`src/rtl/aes_ctr_pkg.sv`:
```
// rtl/aes_ctr_pkg.sv - shared types and constants for the AES-CTR keystream engine
package aes_ctr_pkg;

   // Default width of the incrementing counter field (low bits of the counter block)
   localparam int CTR_W_DEF     = 32;

   // 32-bit words carried by one 128-bit keystream block
   localparam int WORDS_PER_BLK = 4;

   // Engine control states
   typedef enum logic [1:0] {
      IDLE = 2'd0,
      GEN  = 2'd1,
      WAIT = 2'd2,
      XOR  = 2'd3
   } state_t;

endpackage

```
`src/rtl/aes_ctr_engine.sv`:
```
// rtl/aes_ctr_engine.sv - AES-CTR stream engine: counter blocks out to an AES core, keystream XOR on a 32-bit stream
module aes_ctr_engine
   import aes_ctr_pkg::*;
#(
   parameter int CTR_W = CTR_W_DEF
) (
   input  logic               clk,
   input  logic               rst_n,

   input  logic [127-CTR_W:0] cfg_nonce,
   input  logic [CTR_W-1:0]   cfg_ctr_init,
   input  logic               start,
   input  logic               abort,

   input  logic [31:0]        s_data,
   input  logic               s_valid,
   input  logic               s_last,
   output logic               s_ready,

   output logic [31:0]        m_data,
   output logic               m_valid,
   output logic               m_last,
   input  logic               m_ready,

   output logic [127:0]       core_plaintext,
   output logic               core_start,
   input  logic               core_ready,
   input  logic               core_done,
   input  logic [127:0]       core_ciphertext,

   output logic               busy,
   output logic               ctr_wrap,
   output logic [31:0]        blk_count
);

   localparam logic [1:0]       LAST_IDX = 2'(WORDS_PER_BLK - 1);
   localparam logic [CTR_W-1:0] CTR_ONE  = CTR_W'(1);

   state_t               state;
   logic [CTR_W-1:0]     ctr;
   logic [127-CTR_W:0]   nonce;
   logic [127:0]         ks_reg;
   logic [1:0]           idx;
   // Set when an abort leaves an encryption in flight; its core_done must not be used
   logic                 done_discard;

   logic [31:0]          ks_word;
   logic [CTR_W-1:0]     ctr_inc;
   logic                 in_fire;

   assign busy    = (state != IDLE);
   assign s_ready = (state == XOR) && (!m_valid || m_ready);
   assign in_fire = s_valid && s_ready;
   assign ctr_inc = ctr + CTR_ONE;

   // Select the keystream word for the current index, most significant word first
   always_comb begin
      ks_word = 32'd0;
      case (idx)
         2'd0:    ks_word = ks_reg[127:96];
         2'd1:    ks_word = ks_reg[95:64];
         2'd2:    ks_word = ks_reg[63:32];
         default: ks_word = ks_reg[31:0];
      endcase
   end

   // Control FSM with counter, keystream register and registered output stage
   always_ff @(posedge clk or negedge rst_n) begin
      if (!rst_n) begin
         state          <= IDLE;
         ctr            <= '0;
         nonce          <= '0;
         ks_reg         <= '0;
         idx            <= 2'd0;
         done_discard   <= 1'b0;
         blk_count      <= 32'd0;
         ctr_wrap       <= 1'b0;
         m_data         <= 32'd0;
         m_valid        <= 1'b0;
         m_last         <= 1'b0;
         core_start     <= 1'b0;
         core_plaintext <= 128'd0;
      end else if (abort) begin
         // Abort wins over everything; ctr_wrap and blk_count are left as they are
         state        <= IDLE;
         m_valid      <= 1'b0;
         ks_reg       <= '0;
         idx          <= 2'd0;
         core_start   <= 1'b0;
         if ((state == GEN) || (state == WAIT)) begin
            done_discard <= 1'b1;
         end
      end else begin
         core_start <= 1'b0;

         // A word already presented drains independently of the state
         if (m_valid && m_ready) begin
            m_valid <= 1'b0;
         end

         // The in-flight result of an aborted block is dropped whatever the state
         if (core_done && done_discard) begin
            done_discard <= 1'b0;
         end

         case (state)
            IDLE: begin
               if (start && core_ready) begin
                  ctr            <= cfg_ctr_init;
                  nonce          <= cfg_nonce;
                  blk_count      <= 32'd0;
                  ctr_wrap       <= 1'b0;
                  core_plaintext <= {cfg_nonce, cfg_ctr_init};
                  core_start     <= 1'b1;
                  state          <= GEN;
               end
            end

            GEN: begin
               // core_start was raised on entry, so it lasts exactly this cycle
               state <= WAIT;
            end

            WAIT: begin
               if (core_done && !done_discard) begin
                  ks_reg <= core_ciphertext;
                  idx    <= 2'd0;
                  state  <= XOR;
               end
            end

            XOR: begin
               if (in_fire) begin
                  m_data  <= s_data ^ ks_word;
                  m_valid <= 1'b1;
                  m_last  <= s_last;
                  idx     <= idx + 2'd1;
                  if (s_last) begin
                     blk_count <= blk_count + 32'd1;
                     ks_reg    <= '0;
                     idx       <= 2'd0;
                     state     <= IDLE;
                  end else if (idx == LAST_IDX) begin
                     blk_count <= blk_count + 32'd1;
                     if (&ctr) begin
                        // Counter exhausted: stop rather than reuse keystream
                        ctr_wrap <= 1'b1;
                        ks_reg   <= '0;
                        idx      <= 2'd0;
                        state    <= IDLE;
                     end else begin
                        ctr            <= ctr_inc;
                        core_plaintext <= {nonce, ctr_inc};
                        core_start     <= 1'b1;
                        state          <= GEN;
                     end
                  end
               end
            end

            default: state <= IDLE;
         endcase
      end
   end

endmodule

```
`config.mk`:
```
export PLATFORM = sky130hd
export DESIGN_NAME = aes_ctr_engine
export DESIGN_NICKNAME = d
export VERILOG_FILES = /design/src/rtl/aes_ctr_pkg.sv /design/src/rtl/aes_ctr_engine.sv
export SDC_FILE = /design/constraint.sdc
export NUM_CORES = 1
export LEC_CHECK = 0
export BUFFER_PORTS_ARGS = -buffer_cell sky130_fd_sc_hd__buf_2
export CORE_MARGIN = 5
export CORE_UTILIZATION = 48
export DETAILED_ROUTE_END_ITERATION = 16
export MAX_ROUTING_LAYER = met4
export PLACE_DENSITY_LB_ADDON = 0.3
export SETUP_SLACK_MARGIN = 0.4
export SYNTH_ARGS = -nofsm -noshare
export SYNTH_HDL_FRONTEND = slang
export SYNTH_SLANG_ARGS = --single-unit
```
`constraint.sdc`:
```
create_clock -name clk -period 2 [get_ports clk]
set_input_delay 0.3 -clock clk [delete_from_list [all_inputs] [get_ports clk]]
set_output_delay 0.3 -clock clk [all_outputs]
set_load 0.005 [all_outputs]
```
==> results of run 1 <==
-- what timing repair did --
| action | CTS | global route |
|---|---|---|
| gates cloned | 29 | 28 |
| pin swaps | 31 | 201 |
| hold endpoints to repair | 378 | 0 |
| resized for setup | 158 | 446 |
| buffers inserted | 30 | 42 |
| endpoints found under the setup margin | 435 | 444 |
| hold buffers | 243 | 0 |
-- per-layer routing --
metal	part of all wire (%)	global-route usage [%]	vias up
met4	7.8	19.95	0
met1	33	41.51	10360
met5	0	-	-
li1	-	-	8481
met3	11	6.698	573
met2	48	54.46	1873
-- worst max-delay path: cells and delay by family (launching register included) --
family                 cells  cell delay, ps
buffers and inverters      3             510
AOI/OAI and AO/OA          2             830
and+or+nand+nor            3             490
DFF                        1             390
-- power groups by stage --
stage                     Clock [uW]  Sequential [uW]  Combinational, uW
after detailed placement           0            12900              10500
after floorplan                    0            12900               5580
after global routing            9010            13600              18400
after CTS                       8490            12900              13400
final                           8660            13400              17700
after global placement             0            12800              10200
-- area by class of cell --
cell class | count | area, sq um | area share (%)
Tap cell | 525 | 656.9 | 2.081
Clock buffer | 66 | 1349 | 4.274
Clock inverter | 12 | 123.9 | 0.3925
Antenna cell | 18 | 45.04 | 0.1427
Sequential cell | 425 | 10640 | 33.72
Timing Repair Buffer | 1043 | 8976 | 28.44
Multi-Input combinational cell | 1121 | 9676 | 30.66
Inverter | 22 | 91.34 | 0.2894
-- metrics by stage --
stage	cell area [sq um]	setup TNS, ps	worst slack [ps]
6_report	31560	-47220	-389.4
5_1_grt	31550	-71980	-481.5
4_1_cts	29240	-24980	-176.7
3_5_place_dp	23850	-22350	-193.3
3_3_place_gp	23850	-21480	-140.2
2_1_floorplan	19790	-10600	-84.98
-- cell usage after synthesis, types with 6 or more instances --
cell       instances
clkbuf_1          98
nand3_1           30
a211oi_1           7
ha_1              11
a222oi_1          32
a21oi_1           53
o31ai_1            8
nor2_1            71
or4_1              7
buf_2             12
and3_1             6
a32o_1           129
mux2i_1           99
buf_1             17
nor3_1            28
buf_6             12
xnor2_1           33
a41oi_1            6
o22ai_1           12
nand4_1           17
a22o_1             6
dfrtp_1          425
o21ai_0          245
or3_1              8
o21ai_1           19
nor4_1             9
a31oi_1           14
a2bb2oi_1         24
inv_1             21
nand2_1           81
mux2_2           105
-- cell families after synthesis --
kind of cell / synth area share, %
compound gates: 20.45
flops: 54.64
simple gates: 7.624
mux: 11.17
buf+inv: 3.928
xor+xnor: 1.485
fa+ha+maj: 0.7071
-- worst max path at each step --
stage	cells past startpoint	endpoint
after detailed placement	8	blk_count[20]
after floorplan	7	blk_count[20]
final	8	ks_reg[27]
after global placement	6	ks_reg[1]
after CTS	8	blk_count[20]
after global routing	8	ks_reg[27]
-- cells in the final DEF, fill, tap and decap left out, types with 14 or more instances in the layout --
cell,netlist,layout
a31oi_1,14,14
buf_12,0,50
buf_4,4,160
mux2i_1,99,99
clkbuf_16,0,70
dfrtp_1,425,420
o21ai_1,19,71
nand2_1,81,77
buf_2,12,493
mux2_2,105,99
nor2_1,71,62
a21oi_1,53,42
a32o_1,129,126
buf_16,0,25
a222oi_1,32,32
diode_2,0,18
a2bb2oi_2,0,23
o21ai_2,0,123
nand3_1,30,21
dlygate4sd3_1,0,243
nand4_1,17,17
inv_1,21,15
xnor2_1,33,31
nor3_1,28,15
buf_6,12,40
o21ai_0,245,50
o21ai_4,0,20
==> impl_metrics.csv, run 1 <==
group,metric,value,unit
outcome,status,"finished with violations",
outcome,violations,"setup timing",
worst_setup_path,worstSetupEndpointType,"register",
worst_setup_path,start_kind,"register",
timing,fin_hold_ws,25.09,ps
final_layout,nets,2967,
clock_tree,clk_pin_slew,70,ps
place,hpwl,43530,um
hold_path,worstHoldPathType,"in -> reg",
place,gp_congestion,0.8946,
timing,post-route-min-period,2389,ps
worst_setup_path,critPathMaxStageDelay,490,ps
route,vias_per_cell,6.587,
timing,skew,45.72,ps
worst_setup_path,crit_type,"reg -> reg",
synthesis,synth_area,19460,sq um
place,dpl.cell_count,2764,
synthesis,synth_area_leaders,"dfrtp_1 (55%), a32o_1 (6.6%), o21ai_0 (6.3%)",
hold_path,hold_start,"cfg_ctr_init[0]",
final_layout,drive_above_1_share,47.27,%
final_layout,layout.cells.non_filler,3232,
clock_tree,clkLatencyLatePin,610,ps
synthesis,syn_nets,2022,
pwr,total_power,39750,uW
route,first_iter_violations,2737,
die,start_util,48.76,%
pwr,power_density,1260,nW/um^2
timing,rsz0062_at_grt,"yes",
worst_setup_path,slowest_stage,"a211o_4",
worst_setup_path,crit_required,2450,ps
pwr,vdd_drop_max,1006,uV
synthesis,ys_seq_elements,425,
clock_tree,cts_tree,"built",
global_route,grt_overflow_total,0,
synthesis,yosysWarnings,0,
route,drc,0,
route,wl_per_cell,28.09,um
worst_setup_path,crit_fanout,7,
synthesis,yosysTopAreaCell,"dfrtp_1",
pwr,seqPwrFrac,33.8,%
pwr,comb_power_share,44.4,%
die,die_w,211.4,um
die,fp.dieArea,44680,sq um
global_route,gr-usage-all-layers,34.47,%
synthesis,synth_edf_count,0,
clock_tree,cts_htree_levels,2,
worst_setup_path,r2r_start,"core_plaintext[29]",
timing,hold_viol_final,0,
timing,slew_headroom,56.69,%
clock_tree,cts_buffers,46,
route,wirelength,90780,um
place,port_buffers,494,
final_layout,syn_to_final_growth,62.14,%
final_layout,nFillCells,2018,
pwr,switchingPower,14720,uW
die,num_rows,73,
worst_setup_path,r2r-end,"ks_reg[27]",
pwr,leakage,0.01418,uW
final_layout,final_core_util,79.07,%
pwr,clkPwrFrac,21.8,%
timing,fmax,0.4185,GHz
hold_path,holdPathEnd,"core_plaintext[0]",
route,ant_nets,0,
die,core_area,39910,sq um
global_route,grt_max_degree,129,
die,ioPinCount,495,
clock_tree,clk_path_buf_depth,3,
pwr,swShare,37.04,%
timing,period_share,119.5,%
worst_setup_path,worstPathCellList,"nand4_1 -> buf_4 -> nor4_4 -> nand4_4 -> a211o_4 -> buf_12 -> buf_16 -> a32o_1",
timing,setup-violations-final,310,
timing,worst_slew_pin_slew,649.6,ps
global_route,grt_pass1_wl,118900,um
global_route,antenna_found_initial,15,
die,fp.dieH,211.4,um
worst_setup_path,rr_worst_depth,8,
synthesis,ys.flop_type,"dfrtp_1",
worst_setup_path,cp_data_arrival_time,2840,ps
synthesis,yosysUniqueCellTypes,64,
clock_tree,cts_sinks,425,
synthesis,synth_area_per_cell,11.36,sq um
pwr,p_int,25030,uW
synthesis,ys_seq_area_share,54.64,%
timing,fin_ws,-389.4,ps
synthesis,synthCells,1714,
route,firstDrtPassIters,11,
worst_setup_path,ff2ff_setup_slack,-390,ps
worst_setup_path,crit_start,"core_plaintext[29]",
global_route,grt_pass1_vias,21050,
timing,maxSlewViolCount,0,
synthesis,async_flop_share,100.0,%
job,cap_violations,0,
hold_path,hold_depth,3,
clock_tree,cts_root_buffer,"clkbuf_16",
route,vias,21290,
synthesis,synth_top_area_share,54.64,%
Power figures use the tool's default switching activity.
==> inputs of run 2 (changes only) <==
Settings changed: PLACE_DENSITY from default to 0.75, PLACE_DENSITY_LB_ADDON 0.3 to default, SKIP_CTS_REPAIR_TIMING from default to 1.
==> run 2 against run 1 <==
  * The flow finishes with violations (hold timing, setup timing)
  * Register-to-register slack improved by 110 ps
  * Critical path depth increased by 1
  * Count of clock-buffer cells in the layout increased by 3
  * Sequential share of layout area increased by 3.0 points
  * Power decreased by 9.0%
  * Clock skew decreased by 21 ps
  * Via count decreased by 5.8%
  * First-iteration DRC count decreased by 5.4%
  * Die area unchanged
  * Maximum frequency increased by 4.8%
  * Worst hold slack got worse by 67 ps
==> impl_metrics.csv, run 2 (synthesis results as in run 1) <==
group,metric,value,unit
place,gp_congestion,0.9036,
route,wirelength,79610,um
clock_tree,clk_pin_slew,70,ps
pwr,leakage,0.01308,uW
die,num_rows,73,
die,die_w,211.4,um
outcome,status,"finished with violations",
clock_tree,clkLatencyLatePin,600,ps
worst_setup_path,crit_fanout,10,
timing,finalSetupTns,-28640,ps
global_route,grt_pass1_vias,17560,
die,start_util,48.76,%
pwr,p_int,23360,uW
hold_path,worstHoldPathType,"in -> reg",
job,cap_violations,0,
die,ioPinCount,495,
timing,slew_headroom,57.06,%
clock_tree,cts_root_buffer,"clkbuf_16",
pwr,clkPwrFrac,25.3,%
final_layout,layout.cells.non_filler,3129,
pwr,comb_power_share,38.1,%
final_layout,syn_to_final_growth,48.91,%
worst_setup_path,cp_data_arrival_time,2750,ps
timing,setup-violations-final,257,
timing,fin_ws,-281.0,ps
final_layout,multi_input_area,8707,sq um
die,core_area,39910,sq um
die,fp.dieArea,44680,sq um
timing,skew,25.14,ps
timing,fmax,0.4384,GHz
route,drc,0,
pwr,switchingPower,12840,uW
worst_setup_path,worstSetupEndpointType,"register",
timing,rsz0062_at_grt,"yes",
clock_tree,cts_tree,"built",
timing,hold_viol_final,1,
worst_setup_path,start_kind,"register",
pwr,power_density,1249,nW/um^2
die,fp.dieH,211.4,um
final_layout,drive_above_1_share,39.42,%
clock_tree,cts_htree_levels,2,
global_route,grt_overflow_total,0,
timing,post-route-min-period,2281,ps
timing,period_share,114.1,%
worst_setup_path,crit_type,"reg -> reg",
place,port_buffers,494,
clock_tree,clk_path_buf_depth,3,
route,first_iter_violations,2588,
outcome,violations,"hold timing, setup timing",
timing,fin_hold_ws,-41.71,ps
pwr,vdd_drop_max,1097,uV
clock_tree,cts_buffers,47,
final_layout,nets,2868,
worst_setup_path,crit_required,2470,ps
pwr,swShare,35.47,%
final_layout,regArea,10640,sq um
clock_tree,cts_sinks,425,
global_route,gr-usage-all-layers,27.66,%
route,ant_nets,0,
route,vias_per_cell,6.408,
place,hpwl,43930,um
final_layout,mostFrequentLayoutCells,"buf_2 (493), dfrtp_1 (418), dlygate4sd3_1 (225), buf_4 (151), o21ai_0 (148)",
route,firstDrtPassIters,11,
timing,maxSlewViolCount,0,
global_route,grt_pass1_wl,96920,um
route,wl_per_cell,25.44,um
final_layout,nFillCells,2471,
route,vias,20050,
timing,worst_slew_pin_slew,644.2,ps
global_route,grt_max_degree,129,
final_layout,layout_commonest_cell,"buf_2",
pwr,seqPwrFrac,36.6,%
global_route,antenna_found_initial,7,
final_layout,final_core_util,72.61,%
place,dpl.cell_count,2756,
run 2: cell types whose count changed in the layout (fill, tap and decap cells not counted), sizes merged:
cell | previous run | this run
buf | 776 | 705
dlygate4sd3 | 243 | 225
inv | 22 | 23
clkinv | 8 | 11
bufinv | 1 | 3
clkbuf | 88 | 82
clkinvlp | 3 | 0
bufbuf | 2 | 0
diode | 18 | 9
run 2: final timing paths:
path / slack [ps] / endpoint / depth (start not counted) / startpoint
hold reg to reg: 500 / core_plaintext[37] / 2 / core_plaintext[37]
setup / recovery: -280 / core_plaintext[65] / 9 / state[1]
setup reg to reg: -280 / core_plaintext[65] / 9 / state[1]
max in group asynchronous: 980 / nonce[35] / 4 / rst_n
hold / removal: -40 / ks_reg[61] / 2 / core_ciphertext[61]
min in group asynchronous: 170 / ks_reg[64] / 2 / rst_n
run 2: final cells by class:
| type | instances | share of cell area (%) |
|---|---|---|
| tap | 525 | 2.266 |
| clock inverter | 15 | 0.5698 |
| sequential | 425 | 36.73 |
| inverter | 22 | 0.2936 |
| multi-input combinational | 1121 | 30.04 |
| clock buffer | 69 | 4.969 |
| antenna | 9 | 0.07771 |
| timing repair buffer | 943 | 25.06 |
run 2: metrics by stage:
step | hold WS [ps] | area (sq um) | power (uW) | worst slack, ps
3_5_place_dp | 193.6 | 23780 | 23450 | -196.5
6_report | -41.71 | 28980 | 36190 | -281.0
3_3_place_gp | 194.4 | 23780 | 22930 | -134.7
5_1_grt | -24.98 | 28980 | 37550 | -328.2
4_1_cts | -431.4 | 25390 | 32510 | -371.9
2_1_floorplan | 4.409 | 19790 | 18480 | -84.98
run 2: critical path, stage by stage, from the launching register on:
cell and delay (ps):
dfrtp_1 400, inv_1 80, ha_2 190, a21boi_4 170, nor3_4 240, o21ai_4 130, or2_4 310, buf_4 170
buf_12 150, o21ai_0 330
run 2: power groups by stage:
| stage | sequential [uW] | combinational (uW) | clock [uW] |
|---|---|---|---|
| final | 13200 | 13800 | 9170 |
| after global placement | 12800 | 10100 | 0 |
| after global routing | 13400 | 14600 | 9530 |
| after CTS | 12900 | 10500 | 9090 |
| after floorplan | 12900 | 5580 | 0 |
| after detailed placement | 13000 | 10500 | 0 |
run 2: metal layers:
layer	track usage, %	vias up	wire length (um)
li1	-	8240	-
met1	34.46	9818	27560
met2	44.17	1578	39140
met3	6.520	416	7929
met4	10.73	0	4983
met5	-	-	0
